## src/rtl/eq_i2s_transmitter.sv

```systemverilog
// Equalizer output stage: shift, optional round, saturate to the DAC word and send it as Philips I2S.
// Define EQ_TX_ROUND_EN for round-half-up before the shift; the default build truncates.
//
// state | meaning
// IDLE  | no sample yet; bit-clock divider held, BCLK low, LRCLK high
// LEFT  | left slot (LRCLK low); this word was taken from holding or repeated
// RIGHT | right slot (LRCLK high); same word retransmitted
module eq_i2s_transmitter #(
   parameter int IN_WIDTH   = 31,
   parameter int OUT_WIDTH  = 24,
   parameter int SHIFT      = 7,
   parameter int SLOT_WIDTH = 32,
   parameter int BCLK_DIV   = 4
) (
   input  logic                i_clk,
   input  logic                i_reset_n,
   input  logic [IN_WIDTH-1:0] i_data_audio,
   input  logic                i_valid,
   output logic                o_ready,
   output logic                o_bclk,
   output logic                o_lrclk,
   output logic                o_sdata,
   output logic                o_clip,
   output logic                o_underrun
);

   localparam int MID_W = IN_WIDTH - SHIFT + 1;
   localparam int DIV_W = (BCLK_DIV > 1) ? $clog2(BCLK_DIV) : 1;
   localparam int BIT_W = $clog2(SLOT_WIDTH);

   localparam logic [DIV_W-1:0] DIV_LAST     = DIV_W'(BCLK_DIV - 1);
   localparam logic [BIT_W-1:0] BIT_LAST     = BIT_W'(SLOT_WIDTH - 1);
   localparam logic [BIT_W-1:0] BIT_DATA_END = BIT_W'(OUT_WIDTH);

   localparam logic signed [MID_W-1:0] SAT_MAX = MID_W'((64'sd1 <<< (OUT_WIDTH - 1)) - 64'sd1);
   localparam logic signed [MID_W-1:0] SAT_MIN = MID_W'(-(64'sd1 <<< (OUT_WIDTH - 1)));
   localparam logic [OUT_WIDTH-1:0]    WORD_MAX = {1'b0, {(OUT_WIDTH-1){1'b1}}};
   localparam logic [OUT_WIDTH-1:0]    WORD_MIN = {1'b1, {(OUT_WIDTH-1){1'b0}}};

`ifdef EQ_TX_ROUND_EN
   localparam logic signed [IN_WIDTH:0] ROUND_INC = (IN_WIDTH+1)'(64'sd1 <<< (SHIFT - 1));
`endif

   typedef enum logic [1:0] {
      IDLE  = 2'd0,
      LEFT  = 2'd1,
      RIGHT = 2'd2
   } state_t;

   state_t                  state;
   logic [OUT_WIDTH-1:0]    hold_word;
   logic [OUT_WIDTH-1:0]    last_word;
   logic [OUT_WIDTH-1:0]    shift_word;
   logic [DIV_W-1:0]        div_cnt;
   logic [BIT_W-1:0]        bit_idx;

   logic signed [IN_WIDTH:0] ext;
   logic signed [MID_W-1:0]  r;
   logic [OUT_WIDTH-1:0]     sat_word;
   logic                     sat_clip;

   logic hold_full;
   logic accept;
   logic div_tc;
   logic fall_evt;
   logic slot_end;
   logic frame_load;

   // One guard bit above the shifted sum keeps the rounding carry visible to the clamp.
   always_comb begin
`ifdef EQ_TX_ROUND_EN
      ext = $signed({i_data_audio[IN_WIDTH-1], i_data_audio}) + ROUND_INC;
`else
      ext = $signed({i_data_audio[IN_WIDTH-1], i_data_audio});
`endif
      r        = MID_W'(ext >>> SHIFT);
      sat_word = r[OUT_WIDTH-1:0];
      sat_clip = 1'b0;
      if (r > SAT_MAX) begin
         sat_word = WORD_MAX;
         sat_clip = 1'b1;
      end else if (r < SAT_MIN) begin
         sat_word = WORD_MIN;
         sat_clip = 1'b1;
      end
   end

   assign hold_full  = !o_ready;
   assign accept     = i_valid && o_ready;
   assign div_tc     = (div_cnt == DIV_LAST);
   assign fall_evt   = (state != IDLE) && div_tc && o_bclk;
   assign slot_end   = fall_evt && (bit_idx == BIT_LAST);
   // Load looks at the holding flag before this cycle's accept lands, so a coincident
   // accept is kept for the following frame and this frame repeats the last word.
   assign frame_load = ((state == IDLE) && hold_full) || ((state == RIGHT) && slot_end);

   always_ff @(posedge i_clk or negedge i_reset_n) begin
      if (!i_reset_n) begin
         state      <= IDLE;
         hold_word  <= '0;
         last_word  <= '0;
         shift_word <= '0;
         div_cnt    <= '0;
         bit_idx    <= '0;
         o_ready    <= 1'b1;
         o_bclk     <= 1'b0;
         o_lrclk    <= 1'b1;
         o_sdata    <= 1'b0;
         o_clip     <= 1'b0;
         o_underrun <= 1'b0;
      end else begin
         o_clip     <= 1'b0;
         o_underrun <= 1'b0;

         if (accept) begin
            hold_word <= sat_word;
            o_ready   <= 1'b0;
            o_clip    <= sat_clip;
         end else if (frame_load && hold_full) begin
            o_ready <= 1'b1;
         end

         if (frame_load) begin
            if (hold_full) begin
               shift_word <= hold_word;
               last_word  <= hold_word;
            end else begin
               shift_word <= last_word;
               o_underrun <= 1'b1;
            end
         end

         case (state)
            IDLE: begin
               div_cnt <= '0;
               bit_idx <= '0;
               o_bclk  <= 1'b0;
               o_sdata <= 1'b0;
               o_lrclk <= 1'b1;
               if (hold_full) begin
                  state   <= LEFT;
                  o_lrclk <= 1'b0;
               end
            end
            LEFT, RIGHT: begin
               if (div_tc) begin
                  div_cnt <= '0;
                  o_bclk  <= !o_bclk;
               end else begin
                  div_cnt <= div_cnt + DIV_W'(1);
               end

               if (slot_end) begin
                  bit_idx <= '0;
                  o_sdata <= 1'b0;
                  o_lrclk <= !o_lrclk;
                  if (state == LEFT) begin
                     state      <= RIGHT;
                     shift_word <= last_word;
                  end else begin
                     state <= LEFT;
                  end
               end else if (fall_evt) begin
                  bit_idx <= bit_idx + BIT_W'(1);
                  // Bit 0 of each slot is the I2S one-bit delay; data occupies 1..OUT_WIDTH.
                  if (bit_idx < BIT_DATA_END) begin
                     o_sdata    <= shift_word[OUT_WIDTH-1];
                     shift_word <= {shift_word[OUT_WIDTH-2:0], 1'b0};
                  end else begin
                     o_sdata <= 1'b0;
                  end
               end
            end
            default: begin
               state <= IDLE;
            end
         endcase
      end
   end

endmodule

```

## config.mk

```make
export PLATFORM = sky130hd
export DESIGN_NAME = eq_i2s_transmitter
export DESIGN_NICKNAME = d
export VERILOG_FILES = /design/src/rtl/eq_i2s_transmitter.sv
export SDC_FILE = /design/constraint.sdc
export NUM_CORES = 1
export LEC_CHECK = 0
export CAP_MARGIN = 5
export CORE_MARGIN = 5
export CORE_UTILIZATION = 50
export CTS_CLUSTER_SIZE = 8
export DETAILED_ROUTE_END_ITERATION = 8
export MAX_ROUTING_LAYER = met4
export PLACE_DENSITY = 0.71
export SLEW_MARGIN = 30
export SYNTH_ARGS = -nofsm -noshare
export SYNTH_HDL_FRONTEND = slang
export SYNTH_SLANG_ARGS = --single-unit
export TNS_END_PERCENT = 50
```

## constraint.sdc

```tcl
create_clock -name i_clk -period 4.46 [get_ports i_clk]
set_clock_uncertainty 0.15 [all_clocks]
set_input_delay 1.115 -clock i_clk [delete_from_list [all_inputs] [get_ports i_clk]]
set_output_delay 1.115 -clock i_clk [all_outputs]
set_load 0.005 [all_outputs]
```

==> flow_summary.toml <==
[floorplanning]
die_x_um = 102
rows = 33
core_region_area_sq_um = 8260
die_h_um = 102
die_area_sq_um = 10400
ios = 40
start_util_pct = 51.4

[setup_path]
crit_top_cell = "ha_1"
critPathSlowestCell = "nor2_4"
end_kind = "register"
critPathMaxFanout = 24
crit_buf_inv = 0
crit_chain = "ha_1 -> and3_1 -> ha_1 -> a31oi_4 -> nor2_4 -> mux2_2"
critPathMaxStageDelay_ns = 0.68
cp_top_family = "simple AND/OR/NAND/NOR gates"
arrival_ns = 3.03
start_kind = "register"
crit_type = "reg -> reg"
cp.required_ns = 4.54

[detailed_routing]
antenna_left = 0
wl_um = 8480
wl_per_cell_um = 17.6
vias = 2837
first_pass_iters = 4
drc = 0
routed_via_density = 5.89
drtIter0Drc = 150

[cells_and_area]
stdcell_area_sq_um = 4800
diodes = 0
fin_nets = 414
area_growth_pct = 13.1
drive_above_1_share_pct = 19.6

[grt]
use_met1_pct = 22.1
grt_pass1_vias = 2991
gr-usage-all-layers_pct = 18.1
busiest_layer = "met2"
grt-ovfl-total = 0
grt_pass1_wl_um = 14400
met2_usage_pct = 29.9
use_met3_pct = 3.48
grt_antenna_before_repair = 0
grt_max_degree = 74

[min_path]
min_path_type = "reg -> reg"

[sta]
rsz0062_at_grt = "no"
max_slew_margin_pct = 43.9
final_hold_viol_count = 0
tightest_slew_ns = 0.837
fin_crit_sh_pct = 66.3
layout_setup_ws_ns = 1.50
post-route-min-period_ns = 2.96
hold_ws_ns = 0.356
slew_viol_final = 0
finalSetupViolations = 0
timing.fmax_ghz = 0.338
finalSetupTns_ns = 0

[clocking]
post_cts_buffers = 0
cts_max_path_buffers = 2
cts-resized-gates = 0
cts_buffers = 9
clock-sinks = 87
cts.clk_slew.worst_paths_ns = 0.09
worstSkewPairLatency_ns = 0.35
holdBufCountCts = 0
cts_tree = "built"
cts_root_buffer = "clkbuf_8"
cts.htree.levels = 3

[run]
cap_viol_max_count = 0

[place]
post-place-ws_ns = 1.50
port_buffers = 32
dp_hpwl_um = 5210
place_area_sq_um = 4580
routabilityCongestion = 0.799

[pwr]
comb_power_share_pct = 14.3
total_power_mw = 1.86
switching_share_pct = 24.0
sequentialPowerShare_pct = 52.8
internal-power_mw = 1.41
power_frac_clock_pct = 32.9
powerDensity_nw_per_um2 = 387
p_leak_nw = 2.17
vdd_drop_max_v = 0.000237
p_switching_mw = 0.447

[synthesis]
ys_warn_count = 0
synthCells = 349
synth_nets = 391
avgSynthCellArea_sq_um = 12.2
synth-seq-area-share_pct = 51.3
postSynth.asyncResetShare_pct = 100
synthesis.area_sq_um = 4250
ys.flop_type = "dfrtp_1"
synth_cell_types = 51
synth_edf_count = 0
ys_seq_elements = 87

[run_status]
status = "completed"
[power by group through the flow]
stage	registers [mW]	clock network (mW)	logic (mW)
2_1_floorplan	0.966	0	0.206
3_3_place_gp	0.993	0	0.260
6_report	0.982	0.610	0.266
5_1_grt	0.999	0.658	0.296
4_1_cts	0.985	0.621	0.271
3_5_place_dp	1.00	0	0.269
[final cells by class]
class,instances,area (sq um)
fill,709,3460
clock inverter,5,81.3
tap,105,131
inverter,5,18.8
clock buffer,11,141
sequential,87,2180
multi-input combinational,233,1900
timing repair buffer,36,352
[kinds of logic after synthesis]
group | count (synthesis) | share of synthesized area [%]
flops | 87 | 51.3
compound gates | 102 | 15.9
other cells | 1 | 0.0883
buf+inv | 29 | 4.04
fa+ha+maj | 8 | 2.36
mux | 75 | 19.5
simple gates | 47 | 6.78
[final timing paths]
| check | startpoint | to | slack (ns) | cells past startpoint |
|---|---|---|---|---|
| setup / recovery | bit_idx[0] | last_word[0] | 1.50 | 6 |
| max in group asynchronous | i_reset_n | last_word[14] | 2.88 | 2 |
| min in group asynchronous | i_reset_n | div_cnt[0] | 0.62 | 1 |
| hold reg to reg | o_lrclk | o_lrclk | 0.36 | 2 |
| hold / removal | o_lrclk | o_lrclk | 0.36 | 2 |
| setup reg to reg | bit_idx[0] | last_word[0] | 1.50 | 6 |
[tightest hold or removal path, delay by kind of cell (launching register included)]
family / cells / cell delay, ns
AO/OA/AOI/OAI: 1 / 0.07
buffers and inverters: 1 / 0.05
flip-flops: 1 / 0.39
[flip-flops by register name, summed over array words and instances, names as in the netlist]
signal      count
o_clip          1
div_cnt         2
last_word      24
shift_word     24
o_sdata         1
o_ready         1
hold_word      24
o_underrun      1
o_lrclk         1
state           2
o_bclk          1
bit_idx         5
[stage by stage]
| stage | util (%) | cells |
|---|---|---|
| after floorplan | - | 349 |
| after global placement | 55.4 | 466 |
| after detailed placement | 55.4 | 466 |
| after CTS | 58.1 | 482 |
| after global routing | 58.2 | 482 |
| final | 58.2 | 482 |
[metal layers]
layer | wire (um) | share of wire (%) | vias to the layer above
met5 | 0 | 0 | -
met4 | 159 | 1.9 | 0
met3 | 350 | 4.1 | 16
met2 | 4240 | 50 | 58
met1 | 3730 | 44 | 1424
li1 | - | - | 1339
[cells in the mapped netlist (2+ instances only)]
master / n / area (sq um)
nand4_1: 2 / 12.5
inv_1: 5 / 18.8
buf_4: 2 / 15.0
mux2i_1: 13 / 130
a22oi_1: 24 / 180
buf_2: 7 / 35.0
buf_6: 4 / 45.0
mux2_2: 42 / 473
o21ai_1: 4 / 20.0
nor3_1: 2 / 10.0
dfstp_2: 2 / 52.6
nor2b_1: 11 / 68.8
nand2_1: 11 / 41.3
o22ai_1: 14 / 87.6
o21ai_0: 27 / 135
nor2_1: 5 / 18.8
clkbuf_1: 9 / 33.8
a211oi_1: 10 / 75.1
ha_1: 8 / 100
a21oi_1: 9 / 45.0
dfrtp_1: 85 / 2130
a22o_1: 2 / 17.5
a21o_1: 3 / 22.5
nand3b_1: 2 / 15.0
mux2_1: 20 / 225
[cell usage in the layout (no fill, tap or decap), types with 2 or more instances in the layout]
cell type / netlist / final
dfrtp_1: 85 / 85
mux2_2: 42 / 42
clkdlybuf4s50_1: 0 / 31
o21ai_0: 27 / 27
a22oi_1: 24 / 24
mux2_1: 20 / 20
o22ai_1: 14 / 14
mux2i_1: 13 / 13
nor2b_1: 11 / 11
nand2_1: 11 / 10
a211oi_1: 10 / 10
clkbuf_8: 0 / 10
a21oi_1: 9 / 9
ha_1: 8 / 8
inv_1: 5 / 5
nor2_1: 5 / 5
o21ai_1: 4 / 4
buf_4: 2 / 4
a21o_1: 3 / 3
nand3b_1: 2 / 2
nand4_1: 2 / 2
a22o_1: 2 / 2
nor3_1: 2 / 2
bufinv_16: 0 / 2
dfstp_2: 2 / 2
No activity file was read; power rests on OpenSTA's default activity.
==> edit 1, RTL diff (same settings) <==
Reset style: synchronous (`i_reset_n`), changed in one clocked block.
--- a/src/rtl/eq_i2s_transmitter.sv
+++ b/src/rtl/eq_i2s_transmitter.sv
@@ -95,5 +95,5 @@
    assign frame_load = ((state == IDLE) && hold_full) || ((state == RIGHT) && slot_end);
 
-   always_ff @(posedge i_clk or negedge i_reset_n) begin
+   always_ff @(posedge i_clk) begin
       if (!i_reset_n) begin
          state      <= IDLE;
Formal check against the unedited RTL: differs if i_reset_n is asserted again (counterexample within 4 cycles, from zero or initial values and one cycle with i_reset_n low); with i_reset_n held inactive, the same outputs for 10 cycles.
==> edit 1 against the unedited design <==
Combinational power is 22% lower. Cell count is 17% higher. Routed wire length is 3.1% higher. Sequential power is 17% lower. First-iteration DRC count is 19% higher. Final area is 2.1% lower. Total power is 14% lower. Synthesized area is 1.9% lower. Count of clock-buffer cells in the layout is 1 higher. Sequential share of layout area is 8.4 points lower. Worst setup slack worse by 250 ps. Sequential cell count stayed put. Via count is 12% higher. Worst hold slack worse by 32 ps. Largest power group unchanged. Highest routed layer unchanged.
==> edit 1: results (changes against the unedited design) <==
status:
  status: "finished clean"  # unchanged
yosys:
  synthesis.nets: 481  # was 391
  synth_cells: 439  # was 349
  synth_mux_area_share_pct: 18.25  # was 19.51%
  synthArstFlopShare_pct: 0  # was 100.0%
  yosysUniqueCellTypes: 36  # was 51
  synth.area.top_cells: "dfxtp_1 (42%), mux2i_1 (12%), nand2_1 (9.4%)"  # was dfrtp_1 (50%), mux2_2 (11%), mux2_1 (5.3%)
  ys_top_cells_by_count: "nand2_1 (104), dfxtp_1 (87), mux2i_1 (49)"  # was dfrtp_1 (85), mux2_2 (42), o21ai_0 (27)
placement:
  place_inst: 548  # was 466
  dp_hpwl_mm: 5.370  # was 5.210 mm
  place.gp.congestion: 0.8051  # was 0.7993
  postPlaceCellArea_um2: 4492  # was 4576 um^2
power:
  clock_power_uw: 569  # was 610 uW
  comb_power_uw: 207  # was 266 uW
  p_int_mw: 1.184  # was 1.411 mW
  ir_drop_mv: 0.1714  # was 0.2374 mV
  p_leak_nw: 1.642  # was 2.173 nW
finish:
  fill_cells: 716  # was 709
  drive_gt1_share_pct: 15.69  # was 19.63%
  stdcell_count: 564  # was 482
global_route:
  use_met2_pct: 31.19  # was 29.89%
  grt_max_degree: 83  # was 74
  grtUsageMet3_pct: 2.479  # was 3.481%
  grt.total_usage_pct: 18.22  # was 18.09%
  grt_pass1_vias: 3154  # was 2991
  grt_pass1_wl_mm: 14.73  # was 14.36 mm
drt:
  initialDrtViolationCount: 179  # was 150
  dr.pass1.iters: 5  # was 4
  wl_met3_um: 229  # was 350 um
  viasPerCell: 5.647  # was 5.886
  wl_met2_mm: 4.325  # was 4.236 mm
  wl_met1_mm: 4.063  # was 3.729 mm
worst_setup_path:
  reg2reg_from: "state[1]"  # was bit_idx[0]
  cp.arrival_ps: 3260  # was 3030 ps
  critPathCapture: "shift_word[0]"  # was last_word[0]
  max_stage_delay_ps: 590  # was 680 ps
  slowest_stage: "ha_1"  # was nor2_4
  critPathTopFamily: "buffers and inverters"  # was simple AND/OR/NAND/NOR gates
  r2r.worst_path.cells: 8  # was 6
  cp_max_fo: 25  # was 24
hold_path:
  min_from: "hold_word[6]"  # was o_lrclk
sta:
  maxSlewHeadroom_pct: 42.28  # was 43.89%
  hold-worst-slack_ps: 324.3  # was 355.9 ps
## edit 1: changes by cell type after synthesis, sizes merged, moves of 15 or more
cell,change
a21boi,+24
mux2i,+36
o21ai,-27
nand2,+93
mux2,-38
clkbuf,+15
dfrtp,-85
dfxtp,+87
## edit 1: area by class of cell
type                    instances  area, um^2  share of cell area, %
multi-input cells             312        2235                  47.51
inverters                       5       18.77                 0.3990
repair buffers                 39       367.9                  7.821
flip-flops and latches         87        1742                  37.03
clock buffers                  12       155.1                  3.299
well taps                     105       131.4                  2.793
clock inverters                 4       53.80                  1.144
## edit 1: stage by stage
stage | total power, mW | setup WS [ps] | util [%]
3_3_place_gp | 1.036 | 1391 | 54.94
3_5_place_dp | 1.042 | 1309 | 54.94
2_1_floorplan | 0.9825 | 2046 | -
5_1_grt | 1.656 | 1026 | 57.53
6_report | 1.592 | 1257 | 57.53
4_1_cts | 1.607 | 1283 | 57.50
==> edit 2, RTL diff (same flow settings) <==
Without the edit above. Change the parameter `SHIFT` from 7 to 8.
--- a/src/rtl/eq_i2s_transmitter.sv
+++ b/src/rtl/eq_i2s_transmitter.sv
@@ -9,5 +9,5 @@
    parameter int IN_WIDTH   = 31,
    parameter int OUT_WIDTH  = 24,
-   parameter int SHIFT      = 7,
+   parameter int SHIFT      = 8,
    parameter int SLOT_WIDTH = 32,
    parameter int BCLK_DIV   = 4
Formal check against the unedited RTL: same outputs for any inputs over 10 cycles, from zero or initial values and one cycle with i_reset_n low; that may be too few to reach the edited logic, so the function may still have changed.
==> edit 2 against the unedited design <==
Synthesized area rose by 1.6%. Utilization fell by 0.093 points. Cell count fell by 0.21%. Via count fell by 1.5%. Total power fell by 1.7%. Sequential cell count did not move. Routed wire length fell by 5.9%. Final area rose by 0.34%. Die area rose by 1.4%. Worst hold slack got worse by 3.6 ps. First-iteration DRC count fell by 17%. Worst setup slack got worse by 87 ps. Highest routed layer unchanged.
==> edit 2: results (changes against the unedited design) <==
status:
  status: "finished clean"  # unchanged
worst_setup_path:
  r2r.worst_path.cells: 7  # was 6
  startpoint: "o_ready"  # was bit_idx[0]
  critPathCapture: "o_ready"  # was last_word[0]
  r2r_end: "last_word[23]"  # was last_word[0]
  max_stage_delay_ps: 830  # was 680 ps
  cp_max_fo: 21  # was 24
  critPathTopFamily: "flip-flops"  # was simple AND/OR/NAND/NOR gates
  slowest_stage: "dfstp_2"  # was nor2_4
  r2r_setup_slack_ps: 1550  # was 1500 ps
  cp.arrival_ps: 1780  # was 3030 ps
yosys:
  avgSynthCellArea_um2: 12.22  # was 12.17 um^2
  synthesis.nets: 395  # was 391
  yosysWarningCount: 0  # unchanged
  ys_top_cells_by_count: "dfrtp_1 (85), mux2_2 (39), mux2_4 (20)"  # was dfrtp_1 (85), mux2_2 (42), o21ai_0 (27)
  seq_area_frac_synth_pct: 50.54  # was 51.33%
  synth.area.top_cells: "dfrtp_1 (49%), mux2_2 (10%), mux2_4 (7.0%)"  # was dfrtp_1 (50%), mux2_2 (11%), mux2_1 (5.3%)
  synthArstFlopShare_pct: 100.0  # unchanged
  yosysUniqueCellTypes: 51  # unchanged
drt:
  wl_mm: 7.976  # was 8.475 mm
  wl_met1_mm: 3.715  # was 3.729 mm
  vias: 2795  # was 2837
  wl_per_cell_um: 16.58  # was 17.58 um
  wl_met3_um: 370  # was 350 um
  wl_met2_mm: 3.766  # was 4.236 mm
  highest_layer: "met4"  # unchanged
  initialDrtViolationCount: 125  # was 150
clock_network:
  path_clk_slew_ps: 90  # about the same
  clock_latency_ps: 360
  postCtsSetupBuffers: 0  # unchanged
hold_path:
  min_to: "hold_word[23]"  # was o_lrclk
  hp-class: "flop to flop"  # unchanged
  min_from: "hold_word[23]"  # was o_lrclk
power:
  swShare_pct: 24.94  # was 24.04%
  p_leak_nw: 2.114  # was 2.173 nW
  ir_drop_mv: 0.2520  # was 0.2374 mV
placement:
  place.gp.congestion: 0.7668  # was 0.7993
  place_inst: 465  # was 466
  postPlaceCellArea_um2: 4603  # was 4576 um^2
  dp_hpwl_mm: 4.892  # was 5.210 mm
  port_buffers: 31  # was 32
global_route:
  grt_max_degree: 88  # was 74
  grt_pass1_wl_mm: 13.85  # was 14.36 mm
  use_met2_pct: 27.31  # was 29.89%
  grtUsageMet3_pct: 4.601  # was 3.481%
  grt_pass1_vias: 2898  # was 2991
  grt.total_usage_pct: 17.27  # was 18.09%
  met1_usage_pct: 21.61  # was 22.08%
finish:
  drive_gt1_share_pct: 23.14  # was 19.63%
  fin_nets: 413  # was 414
sta:
  layout_setup_ws_ps: 1417  # was 1505 ps
  maxSlewHeadroom_pct: 40.17  # was 43.89%
  hold-worst-slack_ps: 352.3  # was 355.9 ps
-- edit 2: layout make-up --
type,count,area (um^2)
Multi-Input combinational cell,235,1951
Fill cell,684,3481
Clock inverter,5,63.81
Inverter,6,22.52
Timing Repair Buffer,32,319.1
Clock buffer,11,151.4
Sequential cell,87,2180
Tap cell,105,131.4
-- edit 2: power by group through the flow --
stage               Clock, mW  Combinational (mW)  Sequential (mW)
floorplan                   0               0.207            0.969
global placement            0               0.253            0.998
detailed placement          0               0.262             1.00
CTS                     0.602               0.264            0.987
global route            0.631               0.294             1.01
finish                  0.583               0.260            0.983
-- edit 2: logic make-up (layout without fill, tap and decap cells) --
group | count (synthesis) | count (layout) | share of synthesized area [%]
compound gates | 99 | 99 | 14.88
other cells | 1 | 1 | 0.08695
buf+inv | 31 | 54 | 4.293
fa+ha+maj | 8 | 8 | 2.321
xor+xnor | 1 | 1 | 0.2031
mux | 72 | 72 | 20.16
flops | 87 | 87 | 50.54
simple gates | 54 | 54 | 7.514
